File: config.mk
export PLATFORM = sky130hd
export DESIGN_NAME = button_debouncer
export DESIGN_NICKNAME = d
export VERILOG_FILES = /design/src/rtl/button_debouncer.sv
export SDC_FILE = /design/constraint.sdc
export NUM_CORES = 1
export LEC_CHECK = 0
export CORE_MARGIN = 2
export CORE_UTILIZATION = 43
export CTS_CLUSTER_DIAMETER = 80
export DETAILED_ROUTE_END_ITERATION = 10
export GPL_ROUTABILITY_DRIVEN = 0
export PLACE_DENSITY = 0.67
export REMOVE_ABC_BUFFERS = 1
export SLEW_MARGIN = 40
export SYNTH_ARGS = -nofsm -noshare
export SYNTH_HDL_FRONTEND = slang
export SYNTH_SLANG_ARGS = --single-unit
File: constraint.sdc
create_clock -name sysclk2 -period 5 [get_ports sysclk2]
set_clock_uncertainty 0.15 [all_clocks]
set_input_delay 0.75 -clock sysclk2 [delete_from_list [all_inputs] [get_ports sysclk2]]
set_output_delay 0.75 -clock sysclk2 [all_outputs]
set_load 0.005 [all_outputs]
File: src/rtl/button_debouncer.sv
// Mechanical button conditioner: 2-flop synchronizer, debounce FSM, and
// registered press/release/long-press pulses plus a wrapping press counter.
module button_debouncer #(
  parameter int ACTIVE_LOW        = 1,
  parameter int DEBOUNCE_CYCLES   = 1000000,
  parameter int LONG_PRESS_CYCLES = 200000000,
  parameter int COUNT_WIDTH       = 8
) (
  input  logic                   sysclk2,
  input  logic                   rst_n,
  input  logic                   btn_in,
  output logic                   btn_level,
  output logic                   press_pulse,
  output logic                   release_pulse,
  output logic                   long_press_pulse,
  output logic [COUNT_WIDTH-1:0] press_count
);

  localparam int DBW = $clog2(DEBOUNCE_CYCLES + 1);
  localparam int LPW = $clog2(LONG_PRESS_CYCLES + 1);
  localparam logic             INACT   = (ACTIVE_LOW != 0) ? 1'b1 : 1'b0;
  localparam logic [DBW-1:0]   DB_LAST = DBW'(DEBOUNCE_CYCLES - 1);
  localparam logic [DBW-1:0]   DB_ONE  = DBW'(1);
  localparam logic [LPW-1:0]   LP_MAX  = LPW'(LONG_PRESS_CYCLES);
  localparam logic [LPW-1:0]   LP_PRE  = LPW'(LONG_PRESS_CYCLES - 1);

  typedef enum logic [1:0] {IDLE, DB_PRESS, PRESSED, DB_RELEASE} state_e;

  state_e                 state_q, state_d;
  logic                   sync1_q, sync2_q;
  logic [DBW-1:0]         db_cnt_q, db_cnt_d;
  logic [LPW-1:0]         lp_cnt_q, lp_cnt_d;
  logic                   level_q, level_d;
  logic                   press_q, press_d;
  logic                   rel_q, rel_d;
  logic                   long_q, long_d;
  logic [COUNT_WIDTH-1:0] cnt_q, cnt_d;
  logic                   act;
  logic                   lp_run;

  // Synchronizer resets to the inactive pin level so reset never looks like a press.
  always_ff @(posedge sysclk2 or negedge rst_n) begin
    if (!rst_n) begin
      sync1_q <= INACT;
      sync2_q <= INACT;
    end else begin
      sync1_q <= btn_in;
      sync2_q <= sync1_q;
    end
  end

  assign act = sync2_q ^ INACT;

  always_ff @(posedge sysclk2 or negedge rst_n) begin
    if (!rst_n) begin
      state_q  <= IDLE;
      db_cnt_q <= '0;
      lp_cnt_q <= '0;
      level_q  <= 1'b0;
      press_q  <= 1'b0;
      rel_q    <= 1'b0;
      long_q   <= 1'b0;
      cnt_q    <= '0;
    end else begin
      state_q  <= state_d;
      db_cnt_q <= db_cnt_d;
      lp_cnt_q <= lp_cnt_d;
      level_q  <= level_d;
      press_q  <= press_d;
      rel_q    <= rel_d;
      long_q   <= long_d;
      cnt_q    <= cnt_d;
    end
  end

  always_comb begin
    state_d  = state_q;
    db_cnt_d = db_cnt_q;
    lp_cnt_d = lp_cnt_q;
    level_d  = level_q;
    cnt_d    = cnt_q;
    press_d  = 1'b0;
    rel_d    = 1'b0;
    long_d   = 1'b0;
    lp_run   = 1'b0;
    case (state_q)
      IDLE: begin
        if (act) begin
          state_d  = DB_PRESS;
          db_cnt_d = DB_ONE;
        end
      end
      DB_PRESS: begin
        if (!act) begin
          state_d  = IDLE;
          db_cnt_d = '0;
        end else if (db_cnt_q == DB_LAST) begin
          state_d  = PRESSED;
          db_cnt_d = '0;
          lp_cnt_d = '0;
          press_d  = 1'b1;
          level_d  = 1'b1;
          cnt_d    = cnt_q + 1'b1;
        end else begin
          db_cnt_d = db_cnt_q + 1'b1;
        end
      end
      PRESSED: begin
        lp_run = 1'b1;
        if (!act) begin
          state_d  = DB_RELEASE;
          db_cnt_d = DB_ONE;
        end
      end
      DB_RELEASE: begin
        // Hold time keeps accruing through a release bounce; it stops only on an accepted release.
        if (act) begin
          state_d  = PRESSED;
          db_cnt_d = '0;
          lp_run   = 1'b1;
        end else if (db_cnt_q == DB_LAST) begin
          state_d  = IDLE;
          db_cnt_d = '0;
          rel_d    = 1'b1;
          level_d  = 1'b0;
        end else begin
          db_cnt_d = db_cnt_q + 1'b1;
          lp_run   = 1'b1;
        end
      end
      default: state_d = IDLE;
    endcase
    // Saturation means the long-press pulse can fire only once per press.
    if (lp_run && (lp_cnt_q != LP_MAX)) begin
      lp_cnt_d = lp_cnt_q + 1'b1;
      long_d   = (lp_cnt_q == LP_PRE);
    end
  end

  assign btn_level        = level_q;
  assign press_pulse      = press_q;
  assign release_pulse    = rel_q;
  assign long_press_pulse = long_q;
  assign press_count      = cnt_q;

endmodule

==> results of run 1 <==
state kept, by name, summed over array words and instances (netlist names), named ones only:
| register | cells |
|---|---|
| btn_level | 1 |
| db_cnt_q | 20 |
| long_press_pulse | 1 |
| lp_cnt_q | 28 |
| press_count | 8 |
| press_pulse | 1 |
| release_pulse | 1 |
| state_q | 1 |
| sync1_q | 1 |
| sync2_q | 1 |
synth_stat cells, types with 11 or more instances:
cell | count | area, um^2
sky130_fd_sc_hd__a21oi_1 | 11 | 55.1
sky130_fd_sc_hd__dfrtp_1 | 62 | 1550
sky130_fd_sc_hd__nand4_1 | 26 | 163
sky130_fd_sc_hd__inv_1 | 13 | 48.8
sky130_fd_sc_hd__or3_1 | 14 | 87.6
sky130_fd_sc_hd__o211ai_1 | 18 | 135
sky130_fd_sc_hd__nand3_1 | 28 | 140
sky130_fd_sc_hd__nor2_1 | 21 | 78.8
sky130_fd_sc_hd__nor3_1 | 16 | 80.1
sky130_fd_sc_hd__nand2_1 | 38 | 143
sky130_fd_sc_hd__o21ai_0 | 36 | 180
sky130_fd_sc_hd__clkbuf_1 | 19 | 71.3
per-stage QoR:
step	cell area [um^2]	utilization, %	hold WS, ps
finish	4100	49.6	164
global route	4100	49.6	184
floorplan	3560	-	195
detailed placement	3890	47.2	197
CTS	4100	49.6	172
global placement	3890	47.1	196
power breakdown:
part	leakage [uW]	internal (uW)	total (uW)	switching, uW
clock network	0.0000936	235	453	218
registers	0.000882	521	525	3.44
logic	0.000561	8.03	29.3	21.2
total	0.00154	764	1010	243
worst max-delay path: cells and delay by family (launching register included):
kind                     cells  cell delay (ps)
AND/OR/NAND/NOR              3              780
AO/OA/AOI/OAI                2              350
buffers and inverters        3              740
flip-flops                   1              400
adder cells (fa/ha/maj)      1              230
metal layers:
metal  track usage, %  share of wire [%]  vias to the layer above
met5                0                  0                        -
met4             7.39                1.2                        0
met3             3.41                5.6                       11
met2             29.5                 45                      120
met1             29.6                 48                     1550
li1                 -                  -                     1570
worst paths after layout:
kind / slack, ps / end / from / depth (start not counted)
min in group sysclk2: 210 / sync2_q / sync1_q / 0
min reg2reg: 210 / sync2_q / sync1_q / 0
max reg2reg: 2200 / lp_cnt_q[17] / db_cnt_q[0] / 9
max: 2200 / lp_cnt_q[17] / db_cnt_q[0] / 9
min: 160 / lp_cnt_q[9] / rst_n / 1
max in group asynchronous: 3580 / lp_cnt_q[18] / rst_n / 2
kinds of logic after synthesis:
| family | Yosys count | share of synthesized area, % |
|---|---|---|
| compound gates | 98 | 17.7 |
| fa+ha+maj | 4 | 1.36 |
| xor+xnor | 12 | 2.86 |
| flops | 64 | 43.6 |
| simple gates | 191 | 28.6 |
| mux | 5 | 1.43 |
| buf+inv | 41 | 4.49 |
final cells by class:
class / instances / area, um^2
repair buffers: 22 / 195
clock inverters: 7 / 81.3
inverters: 13 / 48.8
fillers: 759 / 4160
flip-flops and latches: 64 / 1600
clock buffers: 9 / 124
multi-input cells: 310 / 1910
well taps: 105 / 131
==> flow_summary_export.csv, run 1 <==
group,metric,value,unit
status,outcome,"complete, no violations",
pwr,worst_ir_drop_vdd,0.119,mV
clocking,cts-hold-fix-buffers,0,
sta,final.min_clock_period,2800,ps
clocking,clkSlewWorstSetupHoldPaths,80,ps
sta,final.setup.worst_slack,2200,ps
detailed_routing,firstDrtPassIters,5,
final_layout,area.growth.synth_to_final,11.4,%
setup_path,path_cells,"ha_1, nand4_1, nor4_1, buf_4, o2bb2a_1, buf_4, nand2_1, buf_4, o211ai_1",
pwr,power.leakage,0.00154,uW
synth,synth-edff-count,0,
placement,pre_cts_slack,2220,ps
job,max-cap-violations,0,
clocking,max-clock-path-buffers,2,
grt,grt_start_max_net_pins,50,
sta,final_report_hold_violation_count,0,
setup_path,cpPeakStageDelay,400,ps
sta,grt_setup_unrepaired,"false",
grt,initial_antenna_violation_count,0,
sta,final-max-slew-violation-count,0,
setup_path,path_class,"reg2reg",
sta,maxClockFrequency,0.357,GHz
final_layout,layout.cells.most_common,"sky130_fd_sc_hd__dfrtp_1",
grt,global_route.overflow_total,0,
detailed_routing,wl,8570,um
detailed_routing,detail-route-antenna-nets,0,
detailed_routing,drt_iter0_drc,203,
floorplan,fp.dieArea,0.00932,mm^2
sta,tns,0,ps
pwr,power-per-cell-area,246,mW/mm^2
synth,synth_area,0.00368,mm^2
synth,async_reset_ff_share,100,%
placement,detailed_place_hpwl,5780,um
setup_path,endpoint_kind,"flop",
sta,worst_slew_pin_slew,773,ps
grt,globalRouteTotalUtil,20.1,%
setup_path,worstSetupStartpointType,"flop",
detailed_routing,routed_via_density,6.13,
floorplan,core,0.00826,mm^2
sta,normalized_max_slew_margin,48.1,%
synth,ys.warnings.count,0,
placement,placed_cells,514,
clocking,htree_num_levels,3,
grt,grt_pass1_vias,2964,
clocking,tritoncts,"built",
final_layout,antenna_cells,0,
sta,min_period_over_period,56.0,%
setup_path,cp_slowest_cell,"sky130_fd_sc_hd__dfrtp_1",
clocking,post_cts_setup_buffer_count,0,
clocking,ctsRootBufferMaster,"sky130_fd_sc_hd__clkbuf_8",
synth,synth.lib_cells_used.distinct,52,
pwr,total_power,1010,uW
placement,numPortBuffers,14,
detailed_routing,routed-via-count,3251,
floorplan,rows,33,
floorplan,start_util,44.6,%
floorplan,chipWidth,96.5,um
clocking,insertion_delay,340,ps
floorplan,pin_count,15,
synth,synth.ff_latch_count,64,
synth,syn_area_per_cell,8.87,um^2
setup_path,worst_path_most_repeated_cell,"sky130_fd_sc_hd__buf_4",
clocking,clock_sink_count,64,
synth,synth_ff_type,"sky130_fd_sc_hd__dfrtp_1",
min_path,hp-class,"in2async",
setup_path,worst_ep_arrival_time,2860,ps
final_layout,layout-drive-gt1-share,8.47,%
final_layout,top_library_cells_by_usage_in_the_layout_fill_and_taps_aside,"sky130_fd_sc_hd__dfrtp_1, sky130_fd_sc_hd__nand2_1, sky130_fd_sc_hd__o21ai_0",
final_layout,stdcell_count,530,
setup_path,crit_path_max_fanout,29,
detailed_routing,route.detailed.drc,0,
clocking,inserted_clock_buffers,9,
sta,finalSetupViolCount,0,
floorplan,chipHeight,96.5,um
setup_path,required_time_at_the_worst_slack_endpoint,5060,ps
detailed_routing,wl_cell,16.2,um
clocking,post_cts_resized,0,
grt,first_pass_grt_wire_length,14500,um
synth,syn_inst,415,
final_layout,final_net_count,427,
synth,yosysSeqAreaShare,43.6,%
Power figures use the tool's default switching activity.
==> inputs of run 2 (changes only) <==
Clock period 5 ns to 2.6 ns, I/O delays scaled along.
==> run 2 against run 1 <==
  * Count of clock-buffer cells in the layout unchanged
  * Final cell count rose by 4.5%
  * Clock power rose by 110%
  * Largest power group unchanged
  * Highest routed layer unchanged
==> flow_summary_export.csv, run 2 (synthesis results as in run 1) <==
group,metric,value,unit
grt,first_pass_grt_wire_length,15500,um
pwr,power.leakage,0.00168,uW
final_layout,stdcell_count,554,
min_path,hold_path_depth,0,
clocking,ctsRootBufferMaster,"sky130_fd_sc_hd__clkbuf_8",
sta,min_period_over_period,96.5,%
setup_path,path_class,"reg2reg",
final_layout,layout.cells.most_common,"sky130_fd_sc_hd__dfrtp_1",
setup_path,timing.reg2reg.setup_slack,90,ps
final_layout,top_library_cells_by_usage_in_the_layout_fill_and_taps_aside,"sky130_fd_sc_hd__dfrtp_1, sky130_fd_sc_hd__nand2_1, sky130_fd_sc_hd__o21ai_0",
detailed_routing,met1Wirelength,4320,um
setup_path,path_cells,"ha_1, nand3_1, or4_1, or2_1, or3_1, o211ai_2",
sta,maxClockFrequency,0.399,GHz
setup_path,required_time_at_the_worst_slack_endpoint,2710,ps
sta,normalized_max_slew_margin,54.3,%
clocking,tritoncts,"built",
sta,finalSetupViolCount,0,
sta,final.setup.worst_slack,91.5,ps
clocking,clkSlewWorstSetupHoldPaths,70,ps
status,outcome,"complete, no violations",
min_path,hp-class,"reg2reg",
detailed_routing,dr_wl_met2,4160,um
detailed_routing,wl_cell,16.9,um
floorplan,rows,33,
final_layout,max_flop_register,"lp_cnt_q",
setup_path,worst_ep_arrival_time,2620,ps
final_layout,antenna_cells,0,
floorplan,fp.dieArea,0.00932,mm^2
grt,initial_antenna_violation_count,0,
final_layout,num-fill-cells,749,
floorplan,start_util,44.6,%
detailed_routing,route.detailed.drc,0,
placement,pre_cts_slack,108,ps
final_layout,layout-drive-gt1-share,13.4,%
detailed_routing,met3_wirelength,595,um
detailed_routing,routed-via-count,3460,
clocking,max-clock-path-buffers,2,
min_path,min_from,"sync1_q",
detailed_routing,route.top_layer_used,"met4",
setup_path,cp_slowest_cell,"sky130_fd_sc_hd__or4_1",
grt,grt_start_max_net_pins,34,
floorplan,chipWidth,96.5,um
clocking,insertion_delay,340,ps
floorplan,core,0.00826,mm^2
pwr,total_power,2030,uW
grt,global_route.overflow_total,0,
setup_path,worst_r2r_startpoint,"lp_cnt_q[0]",
sta,final_report_hold_violation_count,0,
setup_path,reg2reg_to,"lp_cnt_q[24]",
detailed_routing,wl,9370,um
setup_path,worstSetupStartpointType,"flop",
grt,globalRouteTotalUtil,21.2,%
placement,placed_cells,536,
detailed_routing,detail-route-antenna-nets,0,
placement,placed_area,0.00408,mm^2
pwr,worst_ir_drop_vdd,0.274,mV
clocking,clock_sink_count,64,
detailed_routing,firstDrtPassIters,5,
floorplan,chipHeight,96.5,um
detailed_routing,routed_via_density,6.25,
setup_path,crit_path_max_fanout,6,
job,max-cap-violations,0,
sta,tns,0,ps
final_layout,flip_flop_count_of_the_largest_register_after_layout,28,
setup_path,length_in_cells_of_the_worst_reg_to_reg_path,6,
sta,final-max-slew-violation-count,0,
setup_path,cpPeakStageDelay,590,ps
clocking,htree_num_levels,3,
sta,final.min_clock_period,2510,ps
placement,numPortBuffers,14,
final_layout,final_net_count,451,
detailed_routing,drt_iter0_drc,190,
clocking,inserted_clock_buffers,9,
floorplan,pin_count,15,
min_path,worst_hold_path.endpoint,"sync2_q",
pwr,power-per-cell-area,468,mW/mm^2
grt,grt_pass1_vias,3237,
sta,worst_slew_pin_slew,685,ps
final_layout,post_route_standard_cell_area_excluding_fillers,0.00433,mm^2
setup_path,endpoint_kind,"flop",
final_layout,area.growth.synth_to_final,17.5,%
placement,detailed_place_hpwl,6460,um
[run 2: cell count changes in the layout (fill, tap and decap cells not counted), moves of 2 or more]
cell,previous run,this run
sky130_fd_sc_hd__clkinv_2,0,2
sky130_fd_sc_hd__clkinvlp_4,3,1
sky130_fd_sc_hd__buf_4,8,29
sky130_fd_sc_hd__buf_12,0,2
[run 2: worst max-delay path, delay by kind of cell, from the launching register on]
| family | cells | cell delay [ps] |
|---|---|---|
| fa+ha+maj | 1 | 250 |
| simple gates | 4 | 1480 |
| flops | 1 | 430 |
| compound gates | 1 | 130 |
[run 2: timing repair]
| item | 4_1_cts | 5_1_grt |
|---|---|---|
| hold endpoints to repair | 24 | 0 |
| endpoints found under the setup margin | 0 | 29 |
| hold buffers | 1 | 0 |
| buffers inserted | 0 | 1 |
| resized for setup | 0 | 2 |
[run 2: layout make-up]
class	count	area [um^2]	area share (%)
Timing Repair Buffer	46	403	9.31
Multi-Input combinational cell	310	1920	44.4
Sequential cell	64	1600	37.1
Inverter	13	48.8	1.13
Clock inverter	7	95.1	2.20
Tap cell	105	131	3.04
Clock buffer	9	124	2.86
[run 2: how the worst max path moves through the flow]
stage	end	startpoint
CTS	lp_cnt_q[13]	db_cnt_q[0]
floorplan	lp_cnt_q[11]	db_cnt_q[0]
finish	lp_cnt_q[24]	lp_cnt_q[0]
global placement	lp_cnt_q[22]	lp_cnt_q[0]
global route	lp_cnt_q[13]	db_cnt_q[0]
detailed placement	lp_cnt_q[11]	db_cnt_q[0]
[run 2: power breakdown]
group	switching, uW	internal (uW)	leakage (uW)
Clock	411	541	0.000110
Sequential	6.72	1000	0.000882
Combinational	43.9	21.0	0.000690
[run 2: stage by stage]
stage	hold slack, ps	utilization [%]
floorplan	-55.6	-
global placement	199	49.4
detailed placement	201	49.4
CTS	211	52.2
global route	215	52.4
finish	210	52.4
[run 2: metal layers]
layer / GRT usage, % / vias up
li1: - / 1625
met1: 29.3 / 1664
met2: 32.6 / 141
met3: 4.34 / 30
met4: 8.45 / 0
met5: 0 / -
==> inputs of run 3 (changes only) <==
Settings changed: CORE_ASPECT_RATIO set to 0.9, CTS_CLUSTER_DIAMETER 80 to unset, SLEW_MARGIN 40 to unset.
==> run 3 against run 2 <==
  * Critical path depth unchanged
  * Routed wire length decreased by 3.0%
  * Largest power group unchanged
  * Maximum frequency increased by 1.5%
  * Register-to-register slack improved by 40 ps
  * Combinational power increased by 2%
==> flow_summary_export.csv, run 3 (synthesis results as in run 1) <==
group,metric,value,unit
status,outcome,"complete, no violations",
grt,first_pass_grt_wire_length,15400,um
grt,global_route.overflow_total,0,
detailed_routing,wl,9080,um
final_layout,num-fill-cells,773,
setup_path,critical_path_buf_inv_count,0,
job,max-cap-violations,0,
final_layout,final_util,51.1,%
setup_path,worstSetupStartpointType,"flop",
detailed_routing,routed_via_density,6.00,
final_layout,max_flop_register,"lp_cnt_q",
setup_path,endpoint_kind,"flop",
setup_path,cp_slowest_cell,"sky130_fd_sc_hd__or4_4",
final_layout,final_net_count,448,
sta,final.min_clock_period,2470,ps
detailed_routing,route.detailed.drc,0,
clocking,inserted_clock_buffers,9,
pwr,worst_ir_drop_vdd,0.228,mV
final_layout,layout-drive-gt1-share,13.2,%
floorplan,rows,32,
min_path,hp-class,"reg2reg",
sta,normalized_max_slew_margin,61.3,%
floorplan,start_util,43.6,%
clocking,ctsRootBufferMaster,"sky130_fd_sc_hd__clkbuf_8",
clocking,tritoncts,"built",
pwr,power.leakage,0.00166,uW
sta,final-max-slew-violation-count,0,
setup_path,required_time_at_the_worst_slack_endpoint,2720,ps
sta,maxClockFrequency,0.405,GHz
clocking,clock_sink_count,64,
floorplan,chipWidth,102,um
clocking,htree_num_levels,3,
final_layout,flip_flop_count_of_the_largest_register_after_layout,28,
floorplan,pin_count,15,
floorplan,fp.dieArea,0.00932,mm^2
placement,numPortBuffers,14,
setup_path,cpPeakStageDelay,580,ps
sta,finalSetupViolCount,0,
detailed_routing,wl_cell,16.1,um
placement,placed_area,0.00406,mm^2
final_layout,post_route_standard_cell_area_excluding_fillers,0.00431,mm^2
clocking,clkSlewWorstSetupHoldPaths,70,ps
placement,detailed_place_hpwl,6120,um
detailed_routing,detail-route-antenna-nets,0,
detailed_routing,routed-via-count,3392,
sta,min_period_over_period,95.0,%
final_layout,area.growth.synth_to_final,17.2,%
setup_path,path_delay_family,"simple AND/OR/NAND/NOR gates",
floorplan,chipHeight,91.8,um
final_layout,multi_input_area,0.00193,mm^2
setup_path,crit_path_max_fanout,6,
setup_path,worst_ep_arrival_time,2590,ps
setup_path,worst_r2r_startpoint,"lp_cnt_q[0]",
final_layout,antenna_cells,0,
final_layout,regArea,0.00161,mm^2
floorplan,core,0.00845,mm^2
clocking,max-clock-path-buffers,2,
sta,final_report_hold_violation_count,0,
grt,initial_antenna_violation_count,0,
grt,globalRouteTotalUtil,20.6,%
final_layout,top_library_cells_by_usage_in_the_layout_fill_and_taps_aside,"sky130_fd_sc_hd__dfrtp_1, sky130_fd_sc_hd__nand2_1, sky130_fd_sc_hd__o21ai_0",
pwr,power-per-cell-area,456,mW/mm^2
sta,worst_slew_pin_slew,572,ps
clocking,insertion_delay,340,ps
grt,grt_pass1_vias,3105,
setup_path,crit_path_start,"lp_cnt_q[0]",
setup_path,path_cells,"ha_1, nand3_1, or4_4, or2_1, or3_1, o211ai_2",
setup_path,path_class,"reg2reg",
grt,grt_start_max_net_pins,65,
detailed_routing,drt_iter0_drc,265,
detailed_routing,firstDrtPassIters,5,
min_path,min_from,"sync1_q",
final_layout,layout.cells.most_common,"sky130_fd_sc_hd__dfrtp_1",
## run 3: cell type report
| type | count | share of cell area [%] |
|---|---|---|
| clock inverters | 6 | 1.57 |
| inverters | 13 | 1.13 |
| well taps | 119 | 3.45 |
| repair buffers | 43 | 8.82 |
| flip-flops and latches | 64 | 37.2 |
| multi-input cells | 310 | 44.6 |
| clock buffers | 10 | 3.19 |
## run 3: through the flow
step | hold WS, ps | setup TNS [ps] | total power, uW | setup WS, ps | instances
floorplan | -55.6 | -14430 | 1050 | -580 | 387
detailed placement | 197 | 0 | 1090 | 31.8 | 545
finish | 207 | 0 | 1970 | 129 | 565
global route | 214 | -4.28 | 2050 | -4.28 | 565
CTS | 208 | 0 | 1980 | 58.1 | 562
global placement | 196 | 0 | 1090 | 128 | 545
## run 3: worst register-to-register path, delay by kind of cell (launching register included)
| kind | cells | cell delay, ps |
|---|---|---|
| simple gates | 4 | 1470 |
| flops | 1 | 420 |
| fa+ha+maj | 1 | 230 |
| compound gates | 1 | 130 |
## run 3: metal layers
metal | vias up | routed length (um) | GRT usage [%]
met4 | 0 | 125 | 6.08
met5 | - | 0 | 0
met2 | 113 | 4120 | 29.8
met3 | 13 | 426 | 3.81
met1 | 1658 | 4410 | 31.0
li1 | 1608 | - | -
## run 3: worst paths after layout
path / end / depth (start not counted) / slack (ps)
worst max-delay path: lp_cnt_q[24] / 6 / 130
worst min-delay path: sync2_q / 0 / 210
worst max register to register: lp_cnt_q[24] / 6 / 130
worst min register to register: sync2_q / 0 / 210
max in group asynchronous: sync1_q / 3 / 1540
min in group asynchronous: db_cnt_q[17] / 3 / 420
## run 3: report_power, final
group	total (uW)	leakage [uW]	internal, uW	switching (uW)
clock	893	0.0000989	472	421
sequential	1010	0.000881	1000	6.04
combinational	66.4	0.000683	22.7	43.7
## run 3: repair_timing
item | CTS | global route
endpoints found under the setup margin | 0 | 16
hold buffers | 1 | 0
buffers inserted | 0 | 3
gates resized for setup | 0 | 4
endpoints found under the hold margin | 62 | 0
